==> config.mk <==
export PLATFORM = sky130hd
export DESIGN_NAME = matrix_mode_ctrl
export DESIGN_NICKNAME = d
export VERILOG_FILES = /design/src/rtl/matrix_mode_ctrl.sv
export SDC_FILE = /design/constraint.sdc
export NUM_CORES = 1
export LEC_CHECK = 0
export BUFFER_PORTS_ARGS = -buffer_cell sky130_fd_sc_hd__buf_4
export CAP_MARGIN = 10
export CORE_MARGIN = 10
export CORE_UTILIZATION = 55
export DETAILED_ROUTE_END_ITERATION = 16
export HOLD_SLACK_MARGIN = 0.05
export PLACE_DENSITY_LB_ADDON = 0.08
export SYNTH_ARGS = -nofsm -noshare
export SYNTH_HDL_FRONTEND = slang
export SYNTH_SLANG_ARGS = --single-unit
export TNS_END_PERCENT = 10
==> constraint.sdc <==
create_clock -name clk -period 6.53 [get_ports clk]
set_clock_uncertainty 0.15 [all_clocks]
set_input_delay 0.9795 -clock clk [delete_from_list [all_inputs] [get_ports clk]]
set_output_delay 0.9795 -clock clk [all_outputs]
set_load 0.02 [all_outputs]
==> src/rtl/matrix_mode_ctrl.sv <==
// Mode control for the 16x16 LED matrix scanner: button debounce,
// direction/stop FSM and the slow animation clock.
//
// Ports:
//   clk       system clock, all logic on posedge
//   rst_n     synchronous reset, active-low
//   btn_left  raw left button, async, active-high
//   btn_right raw right button, async, active-high
//   btn_stop  raw stop button, async, active-high
//   clk_1hz   registered square wave at TICK_HZ, 50% duty
//   tick      one-cycle pulse in the cycle clk_1hz rises
//   stop      1 = show stop pattern
//   left      1 = left arrow, 0 = right arrow (direction to resume in STOP)
module matrix_mode_ctrl #(
  parameter int CLK_HZ    = 50_000_000,
  parameter int TICK_HZ   = 1,
  parameter int DEB_CYC   = 1_000_000,
  parameter int STOP_HOLD = 5
) (
  input  logic clk,
  input  logic rst_n,
  input  logic btn_left,
  input  logic btn_right,
  input  logic btn_stop,
  output logic clk_1hz,
  output logic tick,
  output logic stop,
  output logic left
);

  localparam int HALF = CLK_HZ / (2 * TICK_HZ);
  localparam int DW   = (HALF > 1) ? $clog2(HALF) : 1;
  localparam int CW   = $clog2(DEB_CYC + 1);
  localparam int HOLD = (STOP_HOLD < 1) ? 1 : STOP_HOLD;
  localparam int HW   = (HOLD > 1) ? $clog2(HOLD) : 1;

  localparam logic [DW-1:0] DIV_MAX  = DW'(HALF - 1);
  localparam logic [CW-1:0] DEB_MAX  = CW'(DEB_CYC - 1);
  localparam logic [HW-1:0] HOLD_MAX = HW'(HOLD - 1);

  typedef enum logic [1:0] {
    RIGHT = 2'd0,
    LEFT  = 2'd1,
    STOP  = 2'd2
  } state_t;

  // Divider
  logic [DW-1:0] div_cnt;

  always_ff @(posedge clk) begin
    if (!rst_n) begin
      div_cnt <= '0;
      clk_1hz <= 1'b0;
      tick    <= 1'b0;
    end else if (div_cnt == DIV_MAX) begin
      div_cnt <= '0;
      clk_1hz <= ~clk_1hz;
      tick    <= ~clk_1hz;
    end else begin
      div_cnt <= div_cnt + 1'b1;
      tick    <= 1'b0;
    end
  end

  // Input path: bit 0 right, bit 1 left, bit 2 stop
  logic [2:0]    raw;
  logic [2:0]    sync1;
  logic [2:0]    sync2;
  logic [2:0]    level;
  logic [2:0]    level_q;
  logic [2:0]    press;
  logic [CW-1:0] deb_cnt [3];

  assign raw = {btn_stop, btn_left, btn_right};

  always_ff @(posedge clk) begin
    if (!rst_n) begin
      sync1   <= '0;
      sync2   <= '0;
      level   <= '0;
      level_q <= '0;
      press   <= '0;
      for (int i = 0; i < 3; i++) begin
        deb_cnt[i] <= '0;
      end
    end else begin
      sync1   <= raw;
      sync2   <= sync1;
      level_q <= level;
      press   <= level & ~level_q;
      for (int i = 0; i < 3; i++) begin
        if (sync2[i] == level[i]) begin
          deb_cnt[i] <= '0;
        end else if (deb_cnt[i] == DEB_MAX) begin
          level[i]   <= sync2[i];
          deb_cnt[i] <= '0;
        end else begin
          deb_cnt[i] <= deb_cnt[i] + 1'b1;
        end
      end
    end
  end

  // Direction / stop FSM
  state_t        state;
  state_t        nxt;
  logic          prev_dir;
  logic          nxt_prev;
  logic [HW-1:0] hold_cnt;
  logic [HW-1:0] nxt_hold;
  logic          p_right;
  logic          p_left;
  logic          p_stop;

  assign p_right = press[0];
  assign p_left  = press[1];
  assign p_stop  = press[2];

  // Presses are checked before the tick, so a press landing on the
  // expiring tick wins over the auto-return.
  always_comb begin
    nxt      = state;
    nxt_prev = prev_dir;
    nxt_hold = hold_cnt;
    unique case (state)
      RIGHT, LEFT: begin
        if (p_stop) begin
          nxt      = STOP;
          nxt_prev = (state == LEFT);
          nxt_hold = '0;
        end else if (p_left) begin
          nxt = LEFT;
        end else if (p_right) begin
          nxt = RIGHT;
        end
      end
      STOP: begin
        if (p_stop) begin
          nxt_hold = '0;
        end else if (p_left) begin
          nxt = LEFT;
        end else if (p_right) begin
          nxt = RIGHT;
        end else if (tick) begin
          if (hold_cnt == HOLD_MAX) begin
            nxt = prev_dir ? LEFT : RIGHT;
          end else begin
            nxt_hold = hold_cnt + 1'b1;
          end
        end
      end
      default: begin
        nxt = RIGHT;
      end
    endcase
  end

  always_ff @(posedge clk) begin
    if (!rst_n) begin
      state    <= RIGHT;
      prev_dir <= 1'b0;
      hold_cnt <= '0;
      stop     <= 1'b0;
      left     <= 1'b0;
    end else begin
      state    <= nxt;
      prev_dir <= nxt_prev;
      hold_cnt <= nxt_hold;
      stop     <= (nxt == STOP);
      left     <= (nxt == LEFT) || ((nxt == STOP) && nxt_prev);
    end
  end

endmodule
==> out/metrics.cfg <==
[run_status]
status=finished, final reports clean

[global_route]
grt_pass1_wl_um=16700
grt_usage_pct=13.8
gr-total-overflow=0
grt_max_degree=20
antenna_found_initial=0
grt_pass1_vias=3797

[critical_path]
path_class=register to register
crit_path_end_kind=register
crit_arrival_ns=2.58
crit_path_cell_trace=ha_1 > and4_1 > nand2_1 > o211ai_1 > buf_4 > a21oi_1
cp.buffers_inverters=1
crit_path_top_delay_cell=o211ai_1
r2r_setup_slack_ns=3.91
cp_max_fo=13
crit_start=deb_cnt[0][0]
crit_required_ns=6.49
crit_path_max_incr_delay_ns=0.79
startpoint_type=register
timing.rr.start=deb_cnt[0][0]
crit_family=compound AO/OA/AOI/OAI gates

[cts]
post_cts_buffers=0
htreeDepth=3
insertion_delay_ns=0.37
numCtsBuffers=9
clk_pin_slew_worst_paths_ns=0.10
cts-root-buf=clkbuf_8
cts_tree=yes
clock-sinks=110
hold_buffers=0
clockBufferDepth=2
postCtsResizedCells=0

[yosys]
synth_seq_cells=110
synthTopCellsByArea=edfxtp_1 34%, dfxtp_1 19%, xor2_1 4.4%
netlist_top_cells_count=60 x edfxtp_1, 58 x nor2_1, 50 x dfxtp_1, 40 x a21oi_1, 28 x nand2_1
syn_area_um2=5350
netlist_instances=537
async_reset_ff_share_pct=0
yosysUniqueCellTypes=48
synth_ff_type=edfxtp_1
synth_edf_count=60
ys_seq_area_share_pct=52.4
synth_area_per_cell_um2=9.97
ys_warn_count=0
yosysTopAreaCell=edfxtp_1
synth_most_common_cell=edfxtp_1
synth_top_area_share_pct=33.7

[sta]
max_slew.worst_pin.slew_ns=0.963
tns_ns=0
setup_viol=0
clock.fmax_mhz=382
relSlewSlack_pct=35.5
slew_viol_final=0
min_period_ns=2.62
fin_ws_ns=3.91
timing.final.crit_share_pct=40.1
rsz0062_at_grt=no
hold_viol_final=0

[die]
die_x_um=119
pin_count=9
fp-row-count=35
die_area_um2=14100
initial_core_util_pct=57.1
die_h_um=119
design.core.area_um2=9370

[layout]
final_util_pct=63.1
num-fill-cells=809
nets=611
drive_gt1_share_pct=5.29
antennaDiodeCount=0
area_delta_synth_final_pct=10.4

[detailed_routing]
drc_errors=0
vias_per_cell=5.36
first_pass_iters=6
avgRoutedWirePerCell_um=12.6
routed_wl_um=9270
vias=3932
ant_nets=0
drtIter0Drc=222

[power]
pwr-share-comb_pct=3.6
p_int_mw=0.941
leakage_nw=2.00
peakVddDrop_uv=133
p_per_area_nw_per_um2=204
clkPwrFrac_pct=32.7
switchingPower_mw=0.262
p_seq_share_pct=63.7
sw_frac_of_total_pct=21.8

[min_path]
hold_path_startpoint=level_q[1]
hp-class=register to register

[placed_design]
port_buffers=8
hpwlAfterDp_um=6650
dp_slack_ns=3.92
gp_congestion=0.798

[job]
cap_violations=0

==> flip-flops by register name (all words and copies together) (netlist names) <==
register	flops
clk_1hz	1
deb_cnt	60
div_cnt	25
hold_cnt	3
left	1
level	3
level_q	3
press	3
prev_dir	1
state	2
stop	1
sync1	3
sync2	3
tick	1
==> layout by cell type (no fill, tap or decap), types with 2 or more instances in the layout <==
cell and n:
clkbuf_1 3, edfxtp_1 60, nand2b_1 2, nor2b_1 3
nor2_1 58, or4_1 21, inv_1 24, nand4b_1 2
nor4b_1 6, ha_1 6, conb_1 60, o21ai_0 22
dfxtp_1 50, or3_1 19, nor4_1 2, buf_4 11
xnor2_1 20, a21oi_1 40, o211ai_1 2, nand4_1 22
and2_1 16, o21a_1 2, clkbuf_8 9, o31ai_1 17
and4_1 8, and3_1 6, nor3_1 10, nand3_1 25
nor3b_1 4, or2_2 2, xor2_1 27, nand2_1 28
==> cell type report <==
class	instances	area, um2	share of cell area, %
Sequential cell	110	2800	47.4
Multi-Input combinational cell	444	2590	43.8
Tap cell	129	161	2.73
Clock buffer	12	135	2.29
Inverter	24	90.1	1.52
Timing Repair Buffer	11	82.6	1.40
Clock inverter	4	47.5	0.804
==> power by group through the flow <==
stage	clock, mW	combinational, mW	sequential, mW
floorplan	0	0.0358	0.777
global placement	0	0.0416	0.781
detailed placement	0	0.0426	0.783
CTS	0.409	0.0429	0.767
global route	0.434	0.0513	0.771
finish	0.393	0.0434	0.767
==> cell families after synthesis <==
kind of cell / Yosys count / share of synthesized area (%)
AO/OA/AOI/OAI: 90 / 9.98
other: 1 / 0.0701
XOR/XNOR: 47 / 7.69
flip-flops: 110 / 52.4
AND/OR/NAND/NOR: 240 / 24.9
buffers and inverters: 42 / 3.37
adder cells (fa/ha/maj): 6 / 1.40
multiplexers: 1 / 0.187
==> layer usage <==
layer	global-route usage [%]	part of all wire, %
met5	0	0
met4	4.50	1.0
met3	2.76	2.4
met2	23.8	49
met1	16.7	48
==> per-stage QoR <==
stage          hold slack (ns)  instance area (um2)  std cells  power [mW]
2_1_floorplan            0.217                 5570        596       0.812
3_3_place_gp             0.222                 5730        718       0.823
3_5_place_dp             0.230                 5730        718       0.825
4_1_cts                  0.243                 5910        734        1.22
5_1_grt                  0.264                 5910        734        1.26
6_report                 0.237                 5910        734        1.20
==> worst reg2reg max path, cell delays in order (launching register included) <==
cell      delay [ns]
edfxtp_1        0.40
ha_1            0.23
and4_1          0.32
nand2_1         0.12
o211ai_1        0.80
buf_4           0.30
a21oi_1         0.05
==> worst paths after layout <==
path / to / cells after the start
worst max-delay path: deb_cnt[0][19] / 6
worst min-delay path: press[1] / 1
worst max register to register: deb_cnt[0][19] / 6
worst min register to register: press[1] / 1
Power figures use the tool's default switching activity.
